<file path="src/rtl/mux_rr_arbiter.sv">
// mux_rr_arbiter
//   Round-robin arbiter and sequencer for a shared N-way mux resource. It
//   grants the resource to one requester at a time, drives the mux select
//   index, and holds the grant until the resource reports completion.
//
// Ports
//   clk        system clock, rising edge
//   rst        asynchronous active-high reset
//   i_req      request lines, bit k = requester k wants the resource
//   i_done     single-cycle completion pulse from the resource
//   o_grant    one-hot grant, zero when idle
//   o_select   binary index of the granted requester (holds when idle)
//   o_valid    resource owned (o_grant non-zero)
//   o_timeout  single-cycle pulse on forced release
//
// Optional feature macro: ARB_TIMEOUT_EN
//   When defined, a grant held for MAX_HOLD cycles without i_done is
//   released as if i_done had arrived, and o_timeout pulses. When undefined,
//   no hold counter exists and o_timeout is tied low.
//
// state | meaning
// ------+------------------------------------------------
// IDLE  | no owner; first request seen wins on next edge
// BUSY  | grant held until i_done (or forced release)

module mux_rr_arbiter #(
    parameter int NUM_REQ = 4,
    parameter int MAX_HOLD = 16,
    localparam int SELECT_BITS = (NUM_REQ > 1) ? $clog2(NUM_REQ) : 1
) (
    input  logic                   clk,
    input  logic                   rst,
    input  logic [NUM_REQ-1:0]     i_req,
    input  logic                   i_done,
    output logic [NUM_REQ-1:0]     o_grant,
    output logic [SELECT_BITS-1:0] o_select,
    output logic                   o_valid,
    output logic                   o_timeout
);

    generate
        if (NUM_REQ < 1) begin : g_bad_num_req
            $error("mux_rr_arbiter: NUM_REQ must be >= 1");
        end
        if (MAX_HOLD < 2) begin : g_bad_max_hold
            $error("mux_rr_arbiter: MAX_HOLD must be >= 2");
        end
    endgenerate

    typedef enum logic {IDLE, BUSY} state_t;

    state_t                 state_q, state_d;
    logic [NUM_REQ-1:0]     grant_q, grant_d;
    logic [SELECT_BITS-1:0] select_q, select_d;
    logic                   valid_q, valid_d;
    logic [SELECT_BITS-1:0] last_q, last_d;
    logic [SELECT_BITS-1:0] win;
    logic                   found;
    logic                   tmo_hit;
    logic                   release_now;

    // Search starts just after the last winner and wraps, so the previous
    // owner is the last candidate considered.
    always_comb begin
        win   = last_q;
        found = 1'b0;
        for (int i = 1; i <= NUM_REQ; i++) begin
            if (!found && i_req[(int'(last_q) + i) % NUM_REQ]) begin
                found = 1'b1;
                win   = SELECT_BITS'((int'(last_q) + i) % NUM_REQ);
            end
        end
    end

`ifdef ARB_TIMEOUT_EN
    localparam int CNT_W = $clog2(MAX_HOLD);

    logic [CNT_W-1:0] hold_q;
    logic             timeout_q;

    assign tmo_hit = (state_q == BUSY) && !i_done
                     && (hold_q == CNT_W'(MAX_HOLD - 1));

    // Counter never passes MAX_HOLD-1: reaching it forces a release.
    always_ff @(posedge clk or posedge rst) begin
        if (rst) begin
            hold_q    <= '0;
            timeout_q <= 1'b0;
        end else begin
            timeout_q <= tmo_hit;
            if (state_d == BUSY && (state_q == IDLE || release_now)) begin
                hold_q <= '0;
            end else if (state_q == BUSY && !release_now) begin
                hold_q <= hold_q + 1'b1;
            end
        end
    end

    assign o_timeout = timeout_q;
`else
    assign tmo_hit   = 1'b0;
    assign o_timeout = 1'b0;
`endif

    assign release_now = (state_q == BUSY) && (i_done || tmo_hit);

    always_comb begin
        state_d  = state_q;
        grant_d  = grant_q;
        select_d = select_q;
        valid_d  = valid_q;
        last_d   = last_q;
        if (state_q == IDLE || release_now) begin
            if (found) begin
                grant_d      = '0;
                grant_d[win] = 1'b1;
                select_d     = win;
                valid_d      = 1'b1;
                last_d       = win;
                state_d      = BUSY;
            end else if (state_q == BUSY) begin
                // select_q deliberately holds its last value
                grant_d = '0;
                valid_d = 1'b0;
                state_d = IDLE;
            end
        end
    end

    always_ff @(posedge clk or posedge rst) begin
        if (rst) begin
            state_q  <= IDLE;
            grant_q  <= '0;
            select_q <= '0;
            valid_q  <= 1'b0;
            last_q   <= SELECT_BITS'(NUM_REQ - 1);
        end else begin
            state_q  <= state_d;
            grant_q  <= grant_d;
            select_q <= select_d;
            valid_q  <= valid_d;
            last_q   <= last_d;
        end
    end

    assign o_grant  = grant_q;
    assign o_select = select_q;
    assign o_valid  = valid_q;

endmodule

</file>
<file path="config.mk">
export PLATFORM = sky130hd
export DESIGN_NAME = mux_rr_arbiter
export DESIGN_NICKNAME = d
export VERILOG_FILES = /design/src/rtl/mux_rr_arbiter.sv
export SDC_FILE = /design/constraint.sdc
export NUM_CORES = 1
export LEC_CHECK = 0
export CORE_AREA = 2 2 39 41
export CTS_CLUSTER_DIAMETER = 120
export DETAILED_ROUTE_END_ITERATION = 16
export DIE_AREA = 0 0 41 43
export GPL_TIMING_DRIVEN = 0
export PLACE_DENSITY = 0.75
export SLEW_MARGIN = 25
export SYNTH_ARGS = -nofsm -noshare
export SYNTH_HDL_FRONTEND = slang
export SYNTH_SLANG_ARGS = --single-unit
</file>
<file path="constraint.sdc">
create_clock -name clk -period 2.22 [get_ports clk]
set_input_delay 0.222 -clock clk [delete_from_list [all_inputs] [get_ports clk]]
set_output_delay 0.222 -clock clk [all_outputs]
set_load 0.005 [all_outputs]
</file>
After elaboration in Yosys (flattened, before gate mapping)
Cells that the tools add are included.
{"block": "word_totals", "in_bits": 7, "register_bits": 10}
{"block": "classes", "muxes": 27, "add_sub_neg": 4, "reduce_logical": 16, "bitwise_logic": 5, "n_lt_le_gt_ge": 6}
{"cell": "$lt A3 B4 Y1 const B", "n": 4}
{"cell": "$mux W1", "n": 16}
{"cell": "$bmux W1 S2", "n": 4}
{"cell": "$mux W2", "n": 4}
{"cell": "$mux W4", "n": 2}
{"cell": "$reduce_or A2 Y1", "n": 4}
{"cell": "$logic_and A1 B1 Y1", "n": 5}
{"cell": "$add A2 B1 Y2 const B", "n": 2}
{"cell": "$add A2 B2 Y2 const B", "n": 2}
{"cell": "$and A1 B1 Y1 const A", "n": 4}
{"cell": "$reduce_and A2 Y1", "n": 2}
{"cell": "$logic_not A1 Y1", "n": 3}
{"cell": "$lt A2 B3 Y1 const B", "n": 1}
{"cell": "$demux W1 S2", "n": 1}
{"cell": "$ge A2 B1 Y1 const B", "n": 1}
{"cell": "$reduce_bool A2 Y1", "n": 1}
{"cell": "$logic_or A1 B1 Y1", "n": 1}
{"cell": "$not A1 Y1", "n": 1}

Depth between registers and ports, before layout
{"block": "logic_depth", "ltp_word": 21, "mapped_depth": 5, "mapped_depth_nobuf": 5}

Least setup slack after synthesis
No wires, ideal clock.
{"block": "synth_timing", "path_type": "register -> register", "start": "register last_q[0]", "end": "register grant_q[2], in the netlist o_grant[2]", "required_ns": 2.154, "arrival_ns": 1.487, "path_stages_with_launch": 6, "setup_slack_ns": 0.667, "n_path_buf": 0, "setup_time_ns": 0.066, "cell_sequence": "dfstp_2 -> nor2b_1 -> a21o_1 -> a221o_1 -> o31ai_1 -> a221o_1"}
{"block": "synth_between", "elab_chain_cells": 19, "elab_cells_between_ends": 38, "classes_between": "add/sub: 4; order compare: 2; mux: 23; reduce/logical: 9"}
{"item": "start: declaration", "line": "56", "source": "logic [SELECT_BITS-1:0] last_q, last_d;"}
{"item": "start signal: assignment", "line": "136", "source": "last_q <= SELECT_BITS'(NUM_REQ - 1);"}
{"item": "start signal: assignment", "line": "142", "source": "last_q <= last_d;"}
{"item": "$add A2 B1 Y2", "line": "68, 70"}
{"item": "$bmux W1 S2", "line": "68", "source": "if (!found && i_req[(int'(last_q) + i) % NUM_REQ]) begin"}
{"item": "$mux W1 (implied by the code) (2 in a row)", "line": "68"}
{"item": "$mux W1", "line": "68"}
{"item": "$logic_not A1 Y1", "line": "68"}
{"item": "$logic_and A1 B1 Y1", "line": "68"}
{"item": "$mux W1", "line": "68"}
{"item": "$logic_not A1 Y1", "line": "68"}
{"item": "[... 2 more ...]"}
{"item": "$logic_not A1 Y1", "line": "68"}
{"item": "$logic_and A1 B1 Y1", "line": "68"}
{"item": "$mux W2", "line": "68"}
{"item": "$lt A2 B3 Y1 (implied by the code) or $ge A2 B1 Y1 (tied branches)", "line": "116", "source": "grant_d[win] = 1'b1;"}
{"item": "$logic_and A1 B1 Y1 (implied by the code)", "line": "116"}
{"item": "$mux W1 (implied by the code)", "line": "116"}
{"item": "$demux W1 S2", "line": "116"}
{"item": "$mux W4", "line": "114", "source": "if (found) begin"}
{"item": "end signal: assignment", "line": "139", "source": "grant_q <= grant_d;"}
{"item": "end: declaration", "line": "53", "source": "logic [NUM_REQ-1:0] grant_q, grant_d;"}
Several ways; a longest one is shown, not always the timed one. The select of a mux whose other input is x is not followed.
A chain may end at the register's enable or synchronous reset.

Final worst setup path
{"block": "layout_timing", "start": "input i_req[3]", "end": "register grant_q[3], in the netlist o_grant[3]"}
{"block": "layout_between", "elab_chain_cells": 18, "elab_cells_between_ends": 34, "classes_between": "order compare: 2; mux: 23; reduce/logical: 9"}
{"item": "start: declaration", "line": "33", "source": "input logic [NUM_REQ-1:0] i_req,"}
{"item": "$bmux W1 S2", "line": "68"}
{"item": "$mux W1 (implied by the code) (2 in a row)", "line": "68"}
{"item": "$mux W1", "line": "68"}
{"item": "$logic_not A1 Y1", "line": "68"}
{"item": "$logic_and A1 B1 Y1", "line": "68"}
{"item": "$mux W1", "line": "68"}
{"item": "$logic_not A1 Y1", "line": "68"}
{"item": "$logic_and A1 B1 Y1", "line": "68"}
{"item": "$mux W1", "line": "68"}
{"item": "$logic_not A1 Y1", "line": "68"}
{"item": "$logic_and A1 B1 Y1", "line": "68"}
{"item": "$mux W2", "line": "68"}
{"item": "$lt A2 B3 Y1 (implied by the code) or $ge A2 B1 Y1 (tied branches)", "line": "116"}
{"item": "$logic_and A1 B1 Y1 (implied by the code)", "line": "116"}
{"item": "$mux W1 (implied by the code)", "line": "116"}
{"item": "$demux W1 S2", "line": "116"}
{"item": "$mux W4", "line": "114"}
Several ways; a longest one is shown, not always the timed one. The select of a mux whose other input is x is not followed.

==> impl_results.md <==
* CP Max Fanout at 10
* Syn_nets at 64
* First-pass GRT wire length at 1.68 mm
* GPL Wtd Cong at 0.751
* Synth area leaders: dfrtp_1 (40%), dfstp_2 (11%), nand2_1 (6.8%), nor2_1 (6.8%), o21ai_0 (6.0%)
* Hold_ws at roughly 230 ps
* Flop2flop setup slack at 530 ps
* CTS tree: done
* Post-route cell area at 683 sq um
* Post-Layout Cell Count at 90
* CP endpoint kind: register
* Placed cell count at 86
* EDFF count, synth at 0
* Pre-CTS setup slack at 182 ps
* GRT Overall Usage at 0.148
* Busiest grt layer: met2
* Hold Vio Cnt, Final at 0
* Post-synth cell types at 21
* R2R Path Start: last_q[0]
* Remaining DRCs at 0
* Postcts setup bufs at 0
* Reg2Reg Depth at 5
* Mapped Cells at 57
* Initial antenna violation count at 0
* Area of the mapped netlist at 497 sq um
* Yosys warns at 0
* FMAX at 0.562 GHz
* Ys async rst share at 1.00
* Initial drt markers at 15
* Outcome: complete, no violations
* Rows at 14
* Final WL at 1.06 mm
* Slew Viols, Final at 0
* Worst EP required at 2370 ps
* Setup violations, final at 0
* TritonRoute pass-1 iters at 4
* Vias per cell at 5.02
* CTS Buf Count at 3
* Die area at 1760 sq um
* # clock sinks at 10
* Multi-input gate area at roughly 220 sq um
* Largest net degree at the start of global routing at 11
* Area Overhead vs Synth at 37.5%
* Layout cells sized above 1 at 0.108
* Setup TNS at 0 ps
* Met2 Resource Use GR at 0.213
* Lkg Pwr at slightly above 0.3 nW
* Worst VDD drop at 0.000485 V
* Clock slew at reported path FFs at 70 ps
* Dpl hpwl at roughly 800 microns
* RSZ-0062 raised after global routing: no
* Area share of the largest cell type after synthesis at 0.403
* Via count of the first global-routing pass at 415
* Final Critical Period at 1780 ps
* Critical path class: in -> reg
* CP arrival at 1930 ps
* Post-synthesis sequential area ratio at 0.509
* Storage cell area at 253 sq um
* CP Launch Type: primary input
* Starting Density at 0.359
* #FFs+latches synth at 10
* Most common cell after layout, fill and taps aside: clkdlybuf4s50_1
* Final period util at 0.802
* Post-Place Cell Area at between 600 and 700 sq um
* RR Endpoint: o_grant[2]
* GRT met3 Usage at 0.0157
* Layout Nets at approximately 80
* Ys flop type: dfrtp_1
* Slew margin rel. at 0.482
* Die Ht at 43 microns
* Cts repair resizes at 0
* Antenna cells at 0
* Clock insertion delay at the later pin of the skew report at 260 ps
* Most frequent cells in the layout: clkdlybuf4s50_1 (13), nor2_1 (9), nand2_1 (9), dfrtp_1 (8), o21ai_0 (6)
* Post-Syn Area per Cell at 8.71 sq um
* IO buf count at 13
* Via Count at 452
* Setup ws final at around 440 ps
* Power Dens Cells at 914 nW/um^2
* Fillers at 137
* Cell taking the most area after synthesis: dfrtp_1
* Layout Skew at 1.40 ps
* H-tree levels at 1
* Met1 usage at 0.178
* Hold Buf Count CTS at 0
* Grt total ovfl at 0
* Slew @ Worst Pin at 771 ps
* Post-route ant nets at 0
* Worst hold path type: in -> async
* Max Cap Violations at 0
* Boundary pin count at 15
* Core area at 1380 sq um
* CTS max path bufs at 2
* Wire per inst at 11.8 microns
* Die X at approximately 41 microns
* Root Buffer: clkbuf_4
==> Yosys cell counts, types with 2 or more instances <==
cell,n
nand2_1,9
nor2_1,9
dfrtp_1,8
o21ai_0,6
inv_1,5
a21o_1,2
a221o_1,2
dfstp_2,2
nand2b_1,2
==> logic make-up (layout without fill, tap and decap cells) <==
logic type / after synthesis / in the layout / synth area share
buf+inv: 6 / 23 / 0.0529
compound gates: 15 / 15 / 0.194
other cells: 1 / 1 / 0.00755
simple gates: 25 / 25 / 0.237
flops: 10 / 10 / 0.509
==> layout make-up <==
type	instances	area share
clock buffers	4	0.0531
repair buffers	13	0.190
well taps	16	0.0293
multi-input cells	41	0.319
inverters	5	0.0275
plain buffers	1	0.0110
flip-flops and latches	10	0.370
==> power breakdown <==
| part | switching [mW] | internal, mW | total [mW] | leakage, nW |
|---|---|---|---|---|
| clock network | 0.0638 | 0.0996 | 0.163 | 0.0210 |
| logic | 0.0830 | 0.111 | 0.194 | 0.175 |
| registers | 0.0318 | 0.235 | 0.267 | 0.115 |
| total | 0.179 | 0.445 | 0.624 | 0.311 |
==> worst max path at each step <==
stage               startpoint    endpoint  cells after the start
global route          i_req[3]  o_grant[1]                      5
CTS                   i_req[3]  o_grant[3]                      5
floorplan            last_q[0]  o_grant[2]                      5
finish                i_req[3]  o_grant[3]                      5
global placement      i_req[3]  o_grant[3]                      5
detailed placement    i_req[3]  o_grant[3]                      5
==> flip-flops by register name, summed over array words and instances, names as in the netlist <==
signal	flops
o_select	2
o_grant	4
state_q	1
o_valid	1
last_q	2
==> stage by stage <==
| stage | power (mW) | utilization |
|---|---|---|
| global placement | 0.457 | 0.467 |
| CTS | 0.632 | 0.494 |
| global route | 0.662 | 0.494 |
| floorplan | 0.357 | - |
| detailed placement | 0.465 | 0.467 |
| finish | 0.624 | 0.494 |
==> worst max-delay path, cell delays in order <==
cell,delay (ps)
clkdlybuf4s50_1,470
nor4_2,730
nor2_1,240
nand2b_1,200
o21ai_1,80
==> routing by layer <==
layer | share of wire | routed length [microns]
met5 | 0 | 0
met4 | 0.041 | 44
met3 | 0.064 | 68
met2 | 0.45 | 479
met1 | 0.44 | 469
Power figures use the tool's default switching activity.
